$ cat src/rtl/vending_sequencer.sv
// Coin-path sequencer for the vending machine: latches a selection, accumulates credit,
// dispenses, then returns change. Optional cancel/refund path enabled by VEND_CANCEL_EN.
module vending_sequencer #(
    parameter int PRICE1          = 1,
    parameter int PRICE2          = 4,
    parameter int PRICE3          = 5,
    parameter int PRICE4          = 7,
    parameter int DISPENSE_CYCLES = 4
) (
    input  logic       clk,
    input  logic       rst,
    input  logic [2:0] sel_in,
    input  logic       sel_valid,
    input  logic       coin1,
    input  logic       coin2,
    input  logic       cancel,
    input  logic       cmp_ge,
    output logic [3:0] cmp_reg,
    output logic [2:0] cmp_sel,
    output logic       dispense,
    output logic       change_pulse,
    output logic       coin_reject,
    output logic       sel_err,
    output logic       busy
);

    localparam int CW = (DISPENSE_CYCLES > 1) ? $clog2(DISPENSE_CYCLES) : 1;

    typedef enum logic [1:0] {
        S_IDLE,
        S_COLLECT,
        S_DISPENSE,
        S_CHANGE
    } state_t;

    state_t          r_state;
    logic [3:0]      r_credit;
    logic [2:0]      r_sel;
    logic [CW-1:0]   r_cnt;
    logic            r_disp;
    logic            r_chg;
    logic            r_rej;
    logic            r_err;

    logic            w_coin_any;
    logic [4:0]      w_add;
    logic [4:0]      w_sum;
    logic            w_fits;
    logic            w_sel_ok;
    logic [3:0]      w_price;
    logic [3:0]      w_credit_buy;
    logic            w_cancel;

`ifdef VEND_CANCEL_EN
    assign w_cancel = cancel;
`else
    logic w_unused_cancel;
    assign w_unused_cancel = cancel;
    assign w_cancel        = 1'b0;
`endif

    assign w_coin_any = coin1 | coin2;
    assign w_add      = {4'd0, coin1} + {3'd0, coin2, 1'b0};
    assign w_sum      = {1'b0, r_credit} + w_add;
    assign w_fits     = ~w_sum[4];
    assign w_sel_ok   = (sel_in != 3'd0) && (sel_in <= 3'd4);

    always_comb begin
        w_price = 4'd0;
        case (r_sel)
            3'd1:    w_price = 4'(PRICE1);
            3'd2:    w_price = 4'(PRICE2);
            3'd3:    w_price = 4'(PRICE3);
            3'd4:    w_price = 4'(PRICE4);
            default: w_price = 4'd0;
        endcase
    end

    // Coins arriving in the purchase cycle are credited before the price is taken off.
    assign w_credit_buy = (w_fits ? w_sum[3:0] : r_credit) - w_price;

    always_ff @(posedge clk) begin
        if (rst) begin
            r_state  <= S_IDLE;
            r_credit <= 4'd0;
            r_sel    <= 3'd0;
            r_cnt    <= '0;
            r_disp   <= 1'b0;
            r_chg    <= 1'b0;
            r_rej    <= 1'b0;
            r_err    <= 1'b0;
        end else begin
            r_rej <= 1'b0;
            r_err <= 1'b0;
            case (r_state)
                S_IDLE: begin
                    r_credit <= 4'd0;
                    r_rej    <= w_coin_any;
                    if (sel_valid) begin
                        if (w_sel_ok) begin
                            r_sel   <= sel_in;
                            r_state <= S_COLLECT;
                        end else begin
                            r_err <= 1'b1;
                        end
                    end
                end
                S_COLLECT: begin
                    r_err <= sel_valid;
                    if (w_cancel) begin
                        r_rej <= w_coin_any;
                        if (r_credit != 4'd0) begin
                            r_state <= S_CHANGE;
                            r_chg   <= 1'b1;
                        end else begin
                            r_state <= S_IDLE;
                            r_sel   <= 3'd0;
                        end
                    end else begin
                        r_rej <= w_coin_any & ~w_fits;
                        if (cmp_ge) begin
                            r_state  <= S_DISPENSE;
                            r_credit <= w_credit_buy;
                            r_disp   <= 1'b1;
                            r_cnt    <= CW'(DISPENSE_CYCLES - 1);
                        end else if (w_fits) begin
                            r_credit <= w_sum[3:0];
                        end
                    end
                end
                S_DISPENSE: begin
                    r_rej <= w_coin_any;
                    r_err <= sel_valid;
                    if (r_cnt == '0) begin
                        r_disp <= 1'b0;
                        if (r_credit != 4'd0) begin
                            r_state <= S_CHANGE;
                            r_chg   <= 1'b1;
                        end else begin
                            r_state <= S_IDLE;
                            r_sel   <= 3'd0;
                        end
                    end else begin
                        r_cnt <= r_cnt - 1'b1;
                    end
                end
                S_CHANGE: begin
                    r_rej <= w_coin_any;
                    r_err <= sel_valid;
                    if (r_credit <= 4'd1) begin
                        r_credit <= 4'd0;
                        r_chg    <= 1'b0;
                        r_sel    <= 3'd0;
                        r_state  <= S_IDLE;
                    end else begin
                        r_credit <= r_credit - 4'd1;
                    end
                end
                default: r_state <= S_IDLE;
            endcase
        end
    end

    assign cmp_reg      = r_credit;
    assign cmp_sel      = r_sel;
    assign dispense     = r_disp;
    assign change_pulse = r_chg;
    assign coin_reject  = r_rej;
    assign sel_err      = r_err;
    assign busy         = (r_state != S_IDLE);

endmodule

$ cat config.mk
export PLATFORM = sky130hd
export DESIGN_NAME = vending_sequencer
export DESIGN_NICKNAME = d
export VERILOG_FILES = /design/src/rtl/vending_sequencer.sv
export SDC_FILE = /design/constraint.sdc
export NUM_CORES = 1
export LEC_CHECK = 0
export BUFFER_PORTS_ARGS = -buffer_cell sky130_fd_sc_hd__clkbuf_2
export CORE_UTILIZATION = 54
export DETAILED_ROUTE_END_ITERATION = 7
export PLACE_DENSITY = 0.85
export SYNTH_ARGS = -nofsm -noshare
export SYNTH_HDL_FRONTEND = slang
export SYNTH_SLANG_ARGS = --single-unit
$ cat constraint.sdc
create_clock -name clk -period 3.89 [get_ports clk]
set_clock_uncertainty 0.15 [all_clocks]
set_input_delay 0.778 -clock clk [delete_from_list [all_inputs] [get_ports clk]]
set_output_delay 0.778 -clock clk [all_outputs]
set_load 0.03 [all_outputs]
* Yosys cells after proc, flatten, opt, wreduce, memory -nomap -nowiden
Index checks and enable logic that the tools add are counted.
** Word-level totals
- Bits in registers :: 15
- Input bits :: 10
- Word-level logic and storage cells :: 81
** Operators by class
- $add $sub $neg :: 5
- $lt $le $gt $ge :: 2
- Eq/ne operators :: 15
- Mux-type cells :: 32
- Bitwise operators :: 3
- Reduce and logical (&&, ||, !) cells :: 16
** Operator list (count)
- $mux W2 :: 8
- $ne A2 B2 Y1 const B :: 8
- $mux W3 :: 5
- $mux W4 :: 3
- $pmux W3 S4 :: 1
- $pmux W4 S3 :: 1
- $pmux W3 S3 :: 1
- $pmux W1 S2 :: 4
- $pmux W2 S4 :: 1
- $mux W1 :: 7
- $eq A3 B2 Y1 const B :: 2
- $reduce_and A3 Y1 :: 2
- $reduce_and A6 Y1 :: 1
- $reduce_bool A2 Y1 :: 3
- $reduce_bool A3 Y1 :: 2
- $reduce_or A3 Y1 :: 2
- $add A4 B3 Y5 :: 1
- $reduce_and A5 Y1 :: 1
- $eq A2 B2 Y1 const B :: 2
- $le A4 B1 Y1 const B :: 1
- $logic_not A2 Y1 :: 2
- $pmux W2 S2 :: 1
- $reduce_and A4 Y1 :: 1
- $reduce_bool A4 Y1 :: 1
- 12 further kinds :: 12

* Logic depth before layout (Yosys ltp)
Gate-level depths: netlist (run 1).
- Word-level depth :: 6
- Depth in mapped cells :: 10
- Depth with buffers taken out :: 10

* Least setup slack after synthesis (run 1)
No wires, ideal clock.
- Path kind :: in2reg
- From :: input coin1
- To :: register r_credit[1] (netlist: cmp_reg[1])
- Setup time :: 0.074 ns
- Data arrival time :: 2.862 ns
- Data required time :: 3.666 ns
- Slack :: 0.804 ns
- Cell stages on the path :: 8
- Cells stage by stage :: ha_1 fa_1 nand3_1 mux2i_1 ha_1 fa_1 or3_1 a31oi_1
** On the way
- Cells in the longest elaborated chain, start to end :: 6
** Ends and longest elaborated chain
- from (decl) :: line 14 : input logic coin1,
- $add A1 B2 Y3 * :: line 63 : assign w_add = {4'd0, coin1} + {3'd0, coin2, 1'b0};
- $add A4 B3 Y5 * :: line 64 : assign w_sum = {1'b0, r_credit} + w_add;
- $mux W4 * :: line 126 : end else if (w_fits) begin
- $sub A4 B4 Y4 :: line 80 : assign w_credit_buy = (w_fits ? w_sum[3:0] : r_credit) - w_price;
- $mux W4 * :: line 121 : if (cmp_ge) begin
- $pmux W4 S3 * :: line 95 : case (r_state)
- to (signal assigned) :: line 123 : r_credit <= w_credit_buy;
- to (signal assigned) :: line 127 : r_credit <= w_sum[3:0];
- to (signal assigned) :: line 156 : r_credit <= r_credit - 4'd1;
- to (decl) :: line 37 : logic [3:0] r_credit;
Every way passes the cells marked *; elsewhere a longest branch is shown, timed or not.
A chain may end at the register's enable or synchronous reset.

* Final worst setup path (run 1)
- From :: input coin1
- To :: register r_credit[3] (netlist: cmp_reg[3])
Same word-level chain as after synthesis.

==> results_dict.tcl, run 1 <==
set metrics [dict create \
    grt_usage_pct 22.4 \
    dr.pass1.iters 4 \
    post_cts_buffers 0 \
    numCtsBuffers 3 \
    p_leak_nw 0.536 \
    fin_crit_ps 3060 \
    rsz0062_at_grt "no" \
    dp_cells 181 \
    syn_avg_cell_area_um2 8.15 \
    syn_area_um2 1160 \
    synth-edff-count 0 \
    gp_congestion 0.869 \
    cp-startpoint "coin1" \
    ys_ff_latch 15 \
    row_count 16 \
    antenna_found_initial 0 \
    maxCapViolations 0 \
    synth_compound_area_share_pct 27.7 \
    overflow 0 \
    antenna_cells 0 \
    synthMuxAreaShare_pct 3.54 \
    worstMarginPinSlew_ps 624 \
    clkLatencyLatePin_ps 300 \
    drive_above_1_share_pct 19.6 \
    grt_max_degree 23 \
    synth_top_cell_area_share_pct 25.8 \
    final_cell_mix "clkbuf_2 (20), dfxtp_1 (15), a21oi_1 (14)" \
    synth_top_family_by_area "compound AO/OA/AOI/OAI gates" \
    placed_area_um2 1250 \
    crit_type "in -> reg" \
    arrival_ps 3130 \
    wl_per_cell_um 13.1 \
    finalSetupViolations 0 \
    synth.distinct_cells 42 \
    final.setup.tns_ps 0 \
    initial_core_util_pct 58.2 \
    via_count 1078 \
    synthAdderAreaFrac_pct 13.1 \
    synth_top_area_cell "dfxtp_1" \
    crit_fanout 4 \
    vias_per_cell 5.83 \
    fin_crit_sh_pct 78.5 \
    fin_nets 180 \
    core_area_um2 2000 \
    die_y_um 48.4 \
    io_buffer_count 20 \
    endpoint_kind "register" \
    power-per-cell-area_nw_per_um2 322 \
    die_w_um 48.4 \
    fin_area_um2 1280 \
    fillers 173 \
    max_freq_mhz 327 \
    seq_area_frac_synth_pct 25.8 \
    cts_resized 0 \
    holdBufCountCts 0 \
    status "finished, final reports clean" \
    syn-num-nets 164 \
    ys_warn_count 0 \
    cts_buffer_depth 2 \
    start_kind "input port" \
    area_growth_pct 10.1 \
    hold_path_class "reg -> reg" \
    drt_wl_total_um 2420 \
    drcViolationCount 0 \
    clockRootBuffer "clkbuf_4" \
    final_common_cell "clkbuf_2" \
    final_hold_viol_count 0 \
    synth-xor-area-share_pct 3.01 \
    grt_first_pass_wirelength_um 4130 \
    ios 22 \
    final_util_pct 64.1 \
    syn_inst 143 \
    r2r_start "cmp_reg[0]$_SDFFE_PP0P_" \
    slew_headroom_pct 58.3 \
    drt_iter0_markers 12 \
    clkSinkCount 15 \
    ir_worst_vdd_mv 0.246 \
    largest_reg_flops 4 \
    hold_ws_ps 354 \
    fin_cells 185 \
    cts_max_level 1 \
    cts_tree "yes" \
    dp_hpwl_um 1810 \
    die_area_um2 2350 \
    yosys-top-cells-area "dfxtp_1 (26%), ha_1 (9.7%), a21oi_1 (6.0%)" \
    min_from "r_cnt[1]$_SDFFE_PP0P_" \
    clkTransAtPathRegs_ps 110 \
    slew_viol_final 0 \
    synth-async-reset-ratio_pct 0 \
    synth-main-ff-cell "dfxtp_1" \
    grt_pass1_vias 937 \
    synth-simple-area-share_pct 18.9 \
    ant_nets 0 \
    worstPathRequired_ps 3970 \
]
## area by class of cell
| type | count | area [µm²] | share of cell area, % |
|---|---|---|---|
| clock inverters | 1 | 5.00 | 0.390 |
| inverters | 13 | 48.8 | 3.80 |
| well taps | 27 | 33.8 | 2.63 |
| clock buffers | 3 | 22.5 | 1.76 |
| repair buffers | 20 | 100 | 7.80 |
| flip-flops and latches | 15 | 300 | 23.4 |
| multi-input cells | 106 | 772 | 60.2 |
## power by group
| group | switching (mW) | internal, mW |
|---|---|---|
| clock network | 0.0593 | 0.0383 |
| registers | 0.0177 | 0.167 |
| logic | 0.0771 | 0.0538 |
| total | 0.154 | 0.259 |
## metrics by stage
stage,setup WS [ps],power (mW)
2_1_floorplan,804,0.287
3_3_place_gp,544,0.311
3_5_place_dp,512,0.318
4_1_cts,833,0.414
5_1_grt,693,0.443
6_report,835,0.413
## final timing paths
check | end | slack [ps] | depth (start not counted)
worst max-delay path | cmp_reg[3]$_SDFFE_PP0P_ | 830 | 11
worst min-delay path | r_cnt[1]$_SDFFE_PP0P_ | 350 | 2
worst max register to register | cmp_reg[3]$_SDFFE_PP0P_ | 1020 | 10
worst min register to register | r_cnt[1]$_SDFFE_PP0P_ | 350 | 2
## per-layer routing
layer	track usage (%)	wire (µm)	vias to the layer above
li1	-	-	542
met1	29.4	1120	505
met2	35.9	1170	25
met3	2.52	74	6
met4	12.3	49	0
met5	0	0	-
## cells in the mapped netlist, drive strengths merged, types with 3 or more instances
master  instances
inv            13
dfxtp          15
nor2            8
a31oi           4
nand2           7
a211o           3
or3             4
nand2b          6
clkbuf          6
a21oi          14
nor3b           3
mux2i           3
o21ai          11
buf             3
ha              9
## logic make-up (layout without fill, tap and decap cells)
group           count (synthesis)  in the layout
xor+xnor                        4              4
fa+ha+maj                      11             11
mux                             4              4
compound gates                 48             48
simple gates                   39             39
buf+inv                        22             37
flops                          15             15
## critical path, stage by stage
cell	delay, ps
clkbuf_2	90
ha_1	220
fa_1	430
nand3_1	180
mux2i_1	400
inv_1	90
ha_1	300
nand2_1	70
o2111ai_1	120
or3_1	350
o221ai_2	120
Note: power is estimated with default switching activity, not from simulation.
==> run 2, diff against run 1 <==
- clock period: 3.89 -> 2.9 ns (I/O delays scaled with it)
==> run 2 against run 1 <==
Final area increased by 5.2%; count of clock-buffer cells in the layout did not move; sequential power rose by 35%; first-iteration DRC count grew to 3.0 times the previous value; critical path depth is 2 lower; combinational power up 44%; worst setup slack got worse by 720 ps; final cell count is 3.2% higher; flip-flop and latch count stayed put; register-to-register slack lost 830 ps; hold slack lost 17 ps; global-route usage grew 0.44 points.
==> results_dict.tcl, run 2 (synthesized netlist as in run 1, its figures left out) <==
set metrics [dict create \
    antenna_cells 0 \
    clkLatencyLatePin_ps 300 \
    ios 22 \
    clockRootBuffer "clkbuf_4" \
    endpoint_kind "register" \
    via_count 1115 \
    cts_tree "yes" \
    area_growth_pct 15.8 \
    ir_worst_vdd_mv 0.271 \
    final_util_pct 67.4 \
    start_kind "input port" \
    fin_area_um2 1350 \
    crit_fanout 3 \
    status "finished, final reports clean" \
    final_hold_viol_count 0 \
    wl_per_cell_um 13.4 \
    drt_wl_total_um 2560 \
    fin_crit_sh_pct 96.1 \
    largest_reg_flops 4 \
    gp_congestion 0.869 \
    fin_crit_ps 2790 \
    initial_core_util_pct 58.2 \
    worstPathRequired_ps 2970 \
    cts_max_level 1 \
    maxCapViolations 0 \
    drive_above_1_share_pct 24.4 \
    slew_headroom_pct 59.5 \
    numCtsBuffers 3 \
    grt_first_pass_wirelength_um 4250 \
    grt_pass1_vias 1016 \
    fillers 172 \
    clkTransAtPathRegs_ps 100 \
    hold_path_class "reg -> reg" \
    p_leak_nw 0.556 \
    placed_area_um2 1300 \
    die_w_um 48.4 \
    overflow 0 \
    io_buffer_count 20 \
    slew_viol_final 0 \
    die_y_um 48.4 \
    clkSinkCount 15 \
    worstMarginPinSlew_ps 606 \
    grt_max_degree 23 \
    final.setup.tns_ps 0 \
    vias_per_cell 5.84 \
    power-per-cell-area_nw_per_um2 419 \
    crit_type "in -> reg" \
    final_common_cell "clkbuf_2" \
    min_path_cells 2 \
    hold_ws_ps 337 \
    core_area_um2 2000 \
    fin_nets 186 \
    cts_buffer_depth 2 \
    rsz0062_at_grt "no" \
    total_power_uw 565 \
    post_cts_buffers 0 \
    dp_hpwl_um 1900 \
    grt_usage_pct 22.8 \
    antenna_found_initial 0 \
    max_freq_mhz 359 \
    row_count 16 \
    dr.pass1.iters 4 \
    finalSetupViolations 0 \
    final_cell_mix "clkbuf_2 (20), dfxtp_1 (15), a21oi_1 (14)" \
    drcViolationCount 0 \
    ant_nets 0 \
    die_area_um2 2350 \
    reg2reg_depth 8 \
    arrival_ps 2860 \
    drt_iter0_markers 36 \
]
[run 2: cell count changes in the layout (fill, tap and decap cells not counted)]
| cell | previous run | this run |
|---|---|---|
| nand3_2 | 0 | 1 |
| mux2i_1 | 3 | 1 |
| buf_4 | 0 | 6 |
| mux2i_4 | 0 | 1 |
| mux2i_2 | 0 | 1 |
| nand3_1 | 1 | 0 |
[run 2: path summary, 6_finish.rpt]
kind	start	to	slack, ps
max	coin1	cmp_reg[1]$_SDFFE_PP0P_	110
min	change_pulse$_SDFFE_PP0P_	change_pulse$_SDFFE_PP0P_	340
max reg2reg	cmp_reg[0]$_SDFFE_PP0P_	cmp_reg[1]$_SDFFE_PP0P_	190
min reg2reg	change_pulse$_SDFFE_PP0P_	change_pulse$_SDFFE_PP0P_	340
[run 2: final cells by class]
cell class	count	area, µm²	area share (%)
Clock inverter	1	5.00	0.371
Inverter	13	48.8	3.62
Multi-Input combinational cell	106	793	58.8
Sequential cell	15	300	22.3
Clock buffer	3	22.5	1.67
Tap cell	27	33.8	2.50
Timing Repair Buffer	26	145	10.8
[run 2: repair_timing]
item | in CTS | in global routing
resized for setup | 0 | 4
hold buffers | 0 | 0
endpoints found under the setup margin | 0 | 2
[run 2: worst max-delay path, cell delays in order]
cell,delay [ps]
clkbuf_2,100
ha_1,220
fa_1,400
nand3_2,160
mux2i_2,280
ha_1,230
fa_1,400
or3_1,340
a31oi_1,150
[run 2: report_power, final]
part / switching (mW) / internal, mW
registers: 0.0244 / 0.223
logic: 0.108 / 0.0804
clock network: 0.0767 / 0.0514
total: 0.209 / 0.355
[run 2: metal layers]
layer / vias up / global-route usage, % / wire, µm / share of wire, %
met4: 0 / 8.82 / 44 / 1.7
met3: 5 / 2.83 / 96 / 3.7
met2: 28 / 42.0 / 1280 / 50
met5: - / 0 / 0 / 0
li1: 558 / - / - / -
met1: 524 / 26.8 / 1140 / 44
[run 2: per-stage QoR]
stage | std cells | setup slack, ps
global route | 191 | 27.7
finish | 191 | 114
CTS | 191 | 58.7
detailed placement | 187 | -236
floorplan | 143 | 12.0
global placement | 187 | -171
